### config.mk
export PLATFORM = sky130hd
export DESIGN_NAME = add6_arbiter
export DESIGN_NICKNAME = d
export VERILOG_FILES = /design/src/rtl/add6_arbiter.sv
export SDC_FILE = /design/constraint.sdc
export NUM_CORES = 1
export LEC_CHECK = 0
export ABC_CLOCK_PERIOD_IN_PS = 7900
export CAP_MARGIN = 15
export CORE_MARGIN = 4
export CORE_UTILIZATION = 44
export CTS_BUF_LIST = sky130_fd_sc_hd__clkbuf_2 sky130_fd_sc_hd__clkbuf_4 sky130_fd_sc_hd__clkbuf_8
export CTS_CLUSTER_SIZE = 25
export DETAILED_ROUTE_END_ITERATION = 10
export PLACE_DENSITY = 0.88
export SETUP_SLACK_MARGIN = 0.05
export SLEW_MARGIN = 40
export SYNTH_ARGS = -nofsm -noshare
export SYNTH_HDL_FRONTEND = slang
export SYNTH_SLANG_ARGS = --single-unit
### constraint.sdc
create_clock -name clk -period 7.9 [get_ports clk]
set_clock_uncertainty 0.05 [all_clocks]
set_input_delay 1.185 -clock clk [delete_from_list [all_inputs] [get_ports clk]]
set_output_delay 1.185 -clock clk [all_outputs]
set_load 0.02 [all_outputs]
### src/rtl/add6_arbiter.sv
// Two-port round-robin arbiter sharing one registered 6-bit adder with carry.
// Optional multi-word carry chaining is enabled with `define ADD6_ARBITER_CHAIN_EN.
module add6_arbiter #(
  parameter int W = 6
) (
  input  logic         clk,
  input  logic         rst,
  input  logic         req0_valid,
  input  logic [W-1:0] req0_a,
  input  logic [W-1:0] req0_b,
  input  logic         req0_cin,
  output logic         req0_ready,
  input  logic         req1_valid,
  input  logic [W-1:0] req1_a,
  input  logic [W-1:0] req1_b,
  input  logic         req1_cin,
  output logic         req1_ready,
`ifdef ADD6_ARBITER_CHAIN_EN
  input  logic         req0_chain,
  input  logic         req1_chain,
`endif
  output logic         res_valid,
  output logic [W-1:0] res_sum,
  output logic         res_cout,
  output logic         res_id,
  input  logic         res_ready
);

  typedef enum logic {LAST0 = 1'b0, LAST1 = 1'b1} ptr_t;

  ptr_t         ptr_q, ptr_d;
  logic         free, grant0, grant1, accept, winner;
  logic [W-1:0] op_a, op_b;
  logic         op_cin;
  logic [W:0]   total;

`ifdef ADD6_ARBITER_CHAIN_EN
  logic lock_q, lock_id_q, carry_q, chain_w;
`endif

  assign free = ~res_valid | res_ready;

  always_comb begin
    grant0 = 1'b0;
    grant1 = 1'b0;
`ifdef ADD6_ARBITER_CHAIN_EN
    if (lock_q) begin
      // An open chain owns the adder; the other port starves until it ends.
      grant0 = req0_valid & ~lock_id_q;
      grant1 = req1_valid &  lock_id_q;
    end else
`endif
    begin
      if (req0_valid && req1_valid) begin
        grant0 = (ptr_q == LAST1);
        grant1 = (ptr_q == LAST0);
      end else begin
        grant0 = req0_valid;
        grant1 = req1_valid;
      end
    end
  end

  assign req0_ready = free & grant0;
  assign req1_ready = free & grant1;
  assign accept     = req0_ready | req1_ready;
  assign winner     = req1_ready;

  always_comb begin
    op_a   = winner ? req1_a   : req0_a;
    op_b   = winner ? req1_b   : req0_b;
    op_cin = winner ? req1_cin : req0_cin;
`ifdef ADD6_ARBITER_CHAIN_EN
    if (lock_q) op_cin = carry_q;
`endif
  end

  assign total = {1'b0, op_a} + {1'b0, op_b} + {{W{1'b0}}, op_cin};

  always_comb begin
    ptr_d = ptr_q;
    if (accept) ptr_d = winner ? LAST1 : LAST0;
  end

  always_ff @(posedge clk) begin
    if (rst) ptr_q <= LAST1;
    else     ptr_q <= ptr_d;
  end

  always_ff @(posedge clk) begin
    if (rst) begin
      res_valid <= 1'b0;
      res_sum   <= '0;
      res_cout  <= 1'b0;
      res_id    <= 1'b0;
    end else if (accept) begin
      res_valid <= 1'b1;
      res_sum   <= total[W-1:0];
      res_cout  <= total[W];
      res_id    <= winner;
    end else if (res_ready) begin
      res_valid <= 1'b0;
    end
  end

`ifdef ADD6_ARBITER_CHAIN_EN
  assign chain_w = winner ? req1_chain : req0_chain;

  always_ff @(posedge clk) begin
    if (rst) begin
      lock_q    <= 1'b0;
      lock_id_q <= 1'b0;
      carry_q   <= 1'b0;
    end else if (accept) begin
      lock_q    <= chain_w;
      lock_id_q <= winner;
      carry_q   <= chain_w & total[W];
    end
  end
`endif

endmodule

==> results.py, run 1 <==
metrics = {
    "worst_setup_path": {
        "required_ps": 6660,
        "cp-end-kind": "output port",
        "path_delay_family": "buffers and inverters",
        "cp_slowest_stage_delay_ps": 570,
        "worst_path_most_repeated_cell": "clkdlybuf4s50_1",
        "crit_path_start_kind": "input pin",
        "reg2reg_depth": 10,
        "cp_num_buf_inv": 3,
        "worstReg2RegStart": "res_valid",
        "cp_slowest_cell": "a21o_1",
        "crit_type": "in -> out",
        "cp-startpoint": "res_ready",
        "cp_max_fo": 17,
        "worst-path-stages": 6,
        "arrival_ps": 3070,
        "cp_cell_sequence": "clkdlybuf4s50_1 > nand2b_4 > nand2_2 > a21o_1 > inv_1 > clkdlybuf4s50_1",
    },
    "timing": {
        "setup_viol": 0,
        "slew_headroom_pct": 50.8,
        "finalHoldViolCount": 0,
        "max_freq_ghz": 0.232,
        "tns_ps": 0,
        "hold_ws_ps": 406,
        "rsz0062_at_grt": "no",
        "fin_crit_sh_pct": 54.5,
        "report.final.slew_viol_count": 0,
        "min_period_ps": 4300,
        "worst_pin_slew_ps": 738,
    },
    "clocking": {
        "cts.repair.resized": 0,
        "clock_latency_ps": 270,
        "cts_max_path_buffers": 2,
        "path_clk_slew_ps": 70,
        "numClockSinks": 10,
        "tritoncts": "yes",
        "post_cts_buffers": 0,
        "htreeDepth": 1,
        "ctsHoldBuffers": 0,
        "cts_buffers": 3,
        "root_buffer": "clkbuf_4",
    },
    "synth": {
        "yosysUniqueCellTypes": 34,
        "synth_seq_cells": 10,
        "syn_nets": 124,
        "yosysSeqAreaShare_pct": 24.0,
        "synth_edf_count": 0,
        "syn_area_per_cell_um2": 9.72,
        "syn_area_um2": 836,
        "ys.flop_type": "dfxtp_1",
        "async_reset_ff_share_pct": 0,
        "syn_inst": 86,
        "ys_warn_count": 0,
    },
    "global_routing": {
        "grt_pass1_wl_um": 3710,
        "grt_pass1_vias": 878,
        "grt_use_total_pct": 18.7,
        "antenna_found_initial": 0,
        "grt_max_degree": 18,
        "grt-ovfl-total": 0,
    },
    "placement": {
        "dp.cells": 148,
        "io_buffers": 41,
        "place_hpwl_um": 1810,
        "place_congestion": 0.822,
        "placed_area_um2": 1240,
    },
    "status": {
        "status": "finished, final reports clean",
    },
    "die": {
        "fp.coreArea_um2": 1760,
        "die_h_um": 51.6,
        "row_count": 15,
        "start_util_pct": 47.4,
        "io_pins": 42,
        "die_area_um2": 2660,
        "die_x_um": 51.6,
    },
    "cells_and_area": {
        "final_area_um2": 1270,
        "instances_no_fill": 152,
        "insertedDiodeCount": 0,
        "area_delta_synth_final_pct": 52.4,
        "final_nets": 166,
        "final_util_pct": 72.2,
        "final_layout_size_suffix_gt1_share_pct": 13.4,
    },
    "power": {
        "seqPwrFrac_pct": 30.6,
        "p_clk_share_pct": 23.2,
        "p_sw_share_pct": 32.7,
        "powerDensity_nw_per_um2": 159,
        "vdd_ir_drop_max_v": 0.000126,
        "p_leak_uw": 0.000522,
        "power_frac_comb_pct": 46.3,
        "power.switching_uw": 66.0,
        "p_int_uw": 136,
    },
    "worst_hold_path": {
        "hold_depth": 2,
        "hp-start": "res_sum[2]",
        "min_path_type": "reg -> reg",
    },
    "route": {
        "firstDrtPassIters": 4,
        "vias": 806,
        "avgViaCountPerCell": 5.30,
        "drt-initial-drc-count": 4,
        "totalWireLength_um": 2210,
        "ant_nets": 0,
        "drc": 0,
        "wl_per_cell_um": 14.6,
    },
    "job": {
        "maxCapViolCount": 0,
    },
}
[tightest hold or removal path, stage by stage, from the launching register on]
cell and delay, ps:
dfxtp_1 310, nand2_1 50, a21oi_1 50
[registers in the layout, indices dropped and copies added (netlist names)]
name / cells
ptr_q: 1
res_valid: 1
res_cout: 1
res_id: 1
res_sum: 6
[per-stage QoR]
stage | setup slack, ps | power, uW
after floorplan | 4420 | 118
after global placement | 3650 | 152
after detailed placement | 3490 | 156
after CTS | 3590 | 204
after global routing | 3500 | 217
final | 3600 | 202
[power groups by stage]
stage / Clock (uW) / Sequential (uW) / Combinational, uW
2_1_floorplan: 0 / 70.8 / 47.4
3_3_place_gp: 0 / 62.6 / 89.9
3_5_place_dp: 0 / 62.8 / 93.0
4_1_cts: 48.1 / 61.7 / 94.2
5_1_grt: 51.8 / 62.6 / 102
6_report: 46.8 / 61.8 / 93.5
[synth_stat cells (all sizes together), types with 3 or more instances]
| cell type | number | area [um^2] |
|---|---|---|
| dfxtp | 10 | 200 |
| mux2 | 10 | 124 |
| nor2 | 8 | 30.0 |
| a21oi | 5 | 25.0 |
| ha | 5 | 62.6 |
| mux2i | 5 | 50.1 |
| nand2 | 5 | 21.3 |
| o21ai | 4 | 23.8 |
| a211oi | 3 | 22.5 |
| buf | 3 | 36.3 |
| nand3b | 3 | 22.5 |
| nor2b | 3 | 18.8 |
| o21a | 3 | 22.5 |
[path summary, 6_finish.rpt]
check             slack [ps]         end
setup / recovery        3600  req1_ready
hold / removal           410  res_sum[2]
setup reg to reg        4750    res_cout
hold reg to reg          410  res_sum[2]
[cell type report]
cell class | instances | area [um^2]
clock buffer | 4 | 36.3
tap | 25 | 31.3
inverter | 1 | 3.75
multi-input combinational | 71 | 592
fill | 155 | 490
timing repair buffer | 41 | 410
sequential | 10 | 200
[per-layer routing]
metal	vias up	share of wire, %	global-route usage [%]
li1	403	-	-
met1	383	36	17.0
met2	18	59	38.6
met3	2	4.8	6.59
met4	0	0.45	3.93
met5	-	0	0
[placed cells by master (no fill, tap or decap), types with 2 or more instances in the layout]
cell / synthesis / routed
clkdlybuf4s50_1: 0 / 41
dfxtp_1: 10 / 10
nor2_1: 8 / 8
mux2_2: 7 / 7
mux2i_1: 5 / 5
a21oi_1: 5 / 5
ha_1: 5 / 5
nand2_1: 4 / 4
mux2_4: 3 / 3
nor2b_1: 3 / 3
o21a_1: 3 / 3
nand3b_1: 3 / 3
o21ai_0: 3 / 3
a211oi_1: 3 / 3
clkbuf_4: 0 / 3
a211o_1: 2 / 2
nand4_1: 2 / 2
fa_1: 2 / 2
[cells by family after synthesis]
logic type      share of synthesized area [%]
compound gates                           19.6
xor+xnor                                 1.05
fa+ha+maj                                12.3
buf+inv                                  5.24
flops                                    24.0
mux                                      20.8
simple gates                             17.1
Power figures use the tool's default switching activity.
==> inputs of run 2 (changes only) <==
--- a/config.mk
+++ b/config.mk
@@ -5,14 +5,14 @@
 export SDC_FILE = /design/constraint.sdc
 export NUM_CORES = 1
 export LEC_CHECK = 0
-export ABC_CLOCK_PERIOD_IN_PS = 7900
+export ABC_CLOCK_PERIOD_IN_PS = 3750
 export CAP_MARGIN = 15
 export CORE_MARGIN = 4
-export CORE_UTILIZATION = 44
+export CORE_UTILIZATION = 37
 export CTS_BUF_LIST = sky130_fd_sc_hd__clkbuf_2 sky130_fd_sc_hd__clkbuf_4 sky130_fd_sc_hd__clkbuf_8
 export CTS_CLUSTER_SIZE = 25
 export DETAILED_ROUTE_END_ITERATION = 10
-export PLACE_DENSITY = 0.88
+export PLACE_DENSITY = 0.79
 export SETUP_SLACK_MARGIN = 0.05
 export SLEW_MARGIN = 40
 export SYNTH_ARGS = -nofsm -noshare
==> constraint.sdc (replaced) <==
create_clock -name clk -period 3.75 [get_ports clk]
set_clock_uncertainty 0.05 [all_clocks]
set_input_delay 0.5625 -clock clk [delete_from_list [all_inputs] [get_ports clk]]
set_output_delay 0.5625 -clock clk [all_outputs]
set_load 0.02 [all_outputs]
==> run 2 against run 1 <==
Die area is 16% higher. Clock-buffer cell count did not move. Power rose by 110%. Wire length down 7.6%. Core utilization is 9.9 points lower. Clock power grew 110%. Cell count rose by 2.0%. Critical endpoint is now res_sum[4]. Highest routed layer unchanged.
==> results.py, run 2 (same netlist as run 1, synthesis figures left out) <==
metrics = {
    "clocking": {
        "cts_max_path_buffers": 2,
        "cts.repair.resized": 0,
        "clock_latency_ps": 260,
        "numClockSinks": 10,
        "post_cts_buffers": 0,
        "root_buffer": "clkbuf_4",
        "cts_buffers": 3,
        "htreeDepth": 1,
        "ctsHoldBuffers": 0,
        "path_clk_slew_ps": 70,
        "tritoncts": "yes",
    },
    "global_routing": {
        "grt_pass1_wl_um": 3350,
        "grt_max_degree": 16,
        "grt_pass1_vias": 755,
        "grt-ovfl-total": 0,
        "grt_use_total_pct": 13.6,
        "antenna_found_initial": 0,
    },
    "worst_setup_path": {
        "reg2reg_to": "res_sum[4]",
        "cp-startpoint": "res_ready",
        "reg2reg_depth": 10,
        "required_ps": 3890,
        "path_delay_family": "compound AO/OA/AOI/OAI gates",
        "cp_slowest_stage_delay_ps": 410,
        "worstReg2RegStart": "res_valid",
        "cp_slowest_cell": "clkdlybuf4s50_1",
        "arrival_ps": 3300,
        "worst-path-stages": 11,
        "cp-end-kind": "register",
        "crit_type": "in -> reg",
        "ff2ff_setup_slack_ps": 1020,
        "crit_path_start_kind": "input pin",
        "cp_num_buf_inv": 2,
        "cp_cell_sequence": "clkdlybuf4s50_1 > nand2b_4 > nand2_2 > a21o_1 > buf_4 > mux2_2 > ha_1 > nor2b_1 > o31a_1 > a211o_1 > a21oi_1",
        "cp_max_fo": 11,
    },
    "timing": {
        "finalHoldViolCount": 0,
        "min_period_ps": 3160,
        "tns_ps": 0,
        "slew_headroom_pct": 69.4,
        "report.final.slew_viol_count": 0,
        "worst_pin_slew_ps": 458,
        "fin_crit_sh_pct": 84.2,
        "rsz0062_at_grt": "no",
        "setup_ws_ps": 593,
        "setup_viol": 0,
        "max_freq_ghz": 0.317,
    },
    "route": {
        "drt-initial-drc-count": 3,
        "totalWireLength_um": 2050,
        "avgViaCountPerCell": 5.09,
        "firstDrtPassIters": 4,
        "vias": 789,
        "wl_per_cell_um": 13.2,
        "drc": 0,
        "ant_nets": 0,
    },
    "power": {
        "p_total_uw": 421,
        "p_sw_share_pct": 31.6,
        "p_int_uw": 288,
        "power.switching_uw": 133,
        "powerDensity_nw_per_um2": 328,
        "vdd_ir_drop_max_v": 0.000194,
        "p_leak_uw": 0.000527,
        "seqPwrFrac_pct": 30.9,
        "p_clk_share_pct": 22.8,
        "power_frac_comb_pct": 46.2,
    },
    "placement": {
        "io_buffers": 41,
        "place_hpwl_um": 1780,
        "place_congestion": 0.763,
        "place_ws_ps": 301,
    },
    "worst_hold_path": {
        "min_path_type": "reg -> reg",
        "hold_depth": 2,
        "hp-start": "res_sum[2]",
        "holdPathEnd": "res_sum[2]",
    },
    "cells_and_area": {
        "layout_commonest_cell": "clkdlybuf4s50_1",
        "regMostFlops": "res_sum",
        "final_layout_size_suffix_gt1_share_pct": 14.1,
        "area_delta_synth_final_pct": 53.6,
        "final_nets": 167,
        "insertedDiodeCount": 0,
        "layout_common_cells": "41 x clkdlybuf4s50_1, 10 x dfxtp_1, 8 x nor2_1",
        "largest_reg_flops": 6,
    },
    "die": {
        "row_count": 16,
        "die_x_um": 55.5,
        "fp.coreArea_um2": 2060,
        "start_util_pct": 40.5,
        "io_pins": 42,
        "die_area_um2": 3080,
        "die_h_um": 55.5,
    },
    "status": {
        "status": "finished, final reports clean",
    },
    "job": {
        "maxCapViolCount": 0,
    },
}
==> run 2: cell count changes in the layout (fill, tap and decap cells not counted) <==
| cell | delta |
|---|---|
| buf_4 | +1 |
==> run 2: worst max-delay path by stage <==
stage            endpoint  slack (ps)
2_1_floorplan  res_sum[4]         900
3_3_place_gp   res_sum[4]         430
3_5_place_dp   res_sum[4]         300
4_1_cts        res_sum[4]         590
5_1_grt        res_sum[4]         470
6_report       res_sum[4]         590
==> run 2: worst reg2reg max path: cells and delay by family (launching register included) <==
family                     cells  cell delay, ps
AOI/OAI and AO/OA              4             950
DFF                            1             370
buffers and inverters          1             270
and+or+nand+nor                3             330
adders and majority gates      1             340
muxes                          1             360
==> run 2: metrics by stage <==
stage          instances  hold WS, ps  cell area (um^2)  util (%)
2_1_floorplan         86          434               836         -
4_1_cts              155          414              1280      62.3
5_1_grt              155          440              1280      62.3
3_5_place_dp         151          405              1250      60.5
3_3_place_gp         151          392              1250      60.5
6_report             155          408              1280      62.3
==> run 2: power by group through the flow <==
stage / logic, uW / registers [uW] / clock network (uW)
floorplan: 100 / 149 / 0
global placement: 191 / 132 / 0
detailed placement: 195 / 133 / 0
CTS: 196 / 130 / 99.6
global route: 210 / 132 / 108
finish: 195 / 130 / 96.1
==> run 2: final cells by class <==
type | instances | area [um^2]
inverters | 1 | 3.75
flip-flops and latches | 10 | 200
clock buffers | 4 | 36.3
multi-input cells | 71 | 592
fillers | 173 | 778
well taps | 27 | 33.8
repair buffers | 42 | 418
==> run 2: routing by layer <==
layer | vias up | track usage (%) | routed length, um
met2 | 32 | 23.1 | 1000
met5 | - | 0 | 0
met3 | 2 | 5.36 | 176
met4 | 0 | 4.17 | 19
met1 | 349 | 15.6 | 848
li1 | 406 | - | -
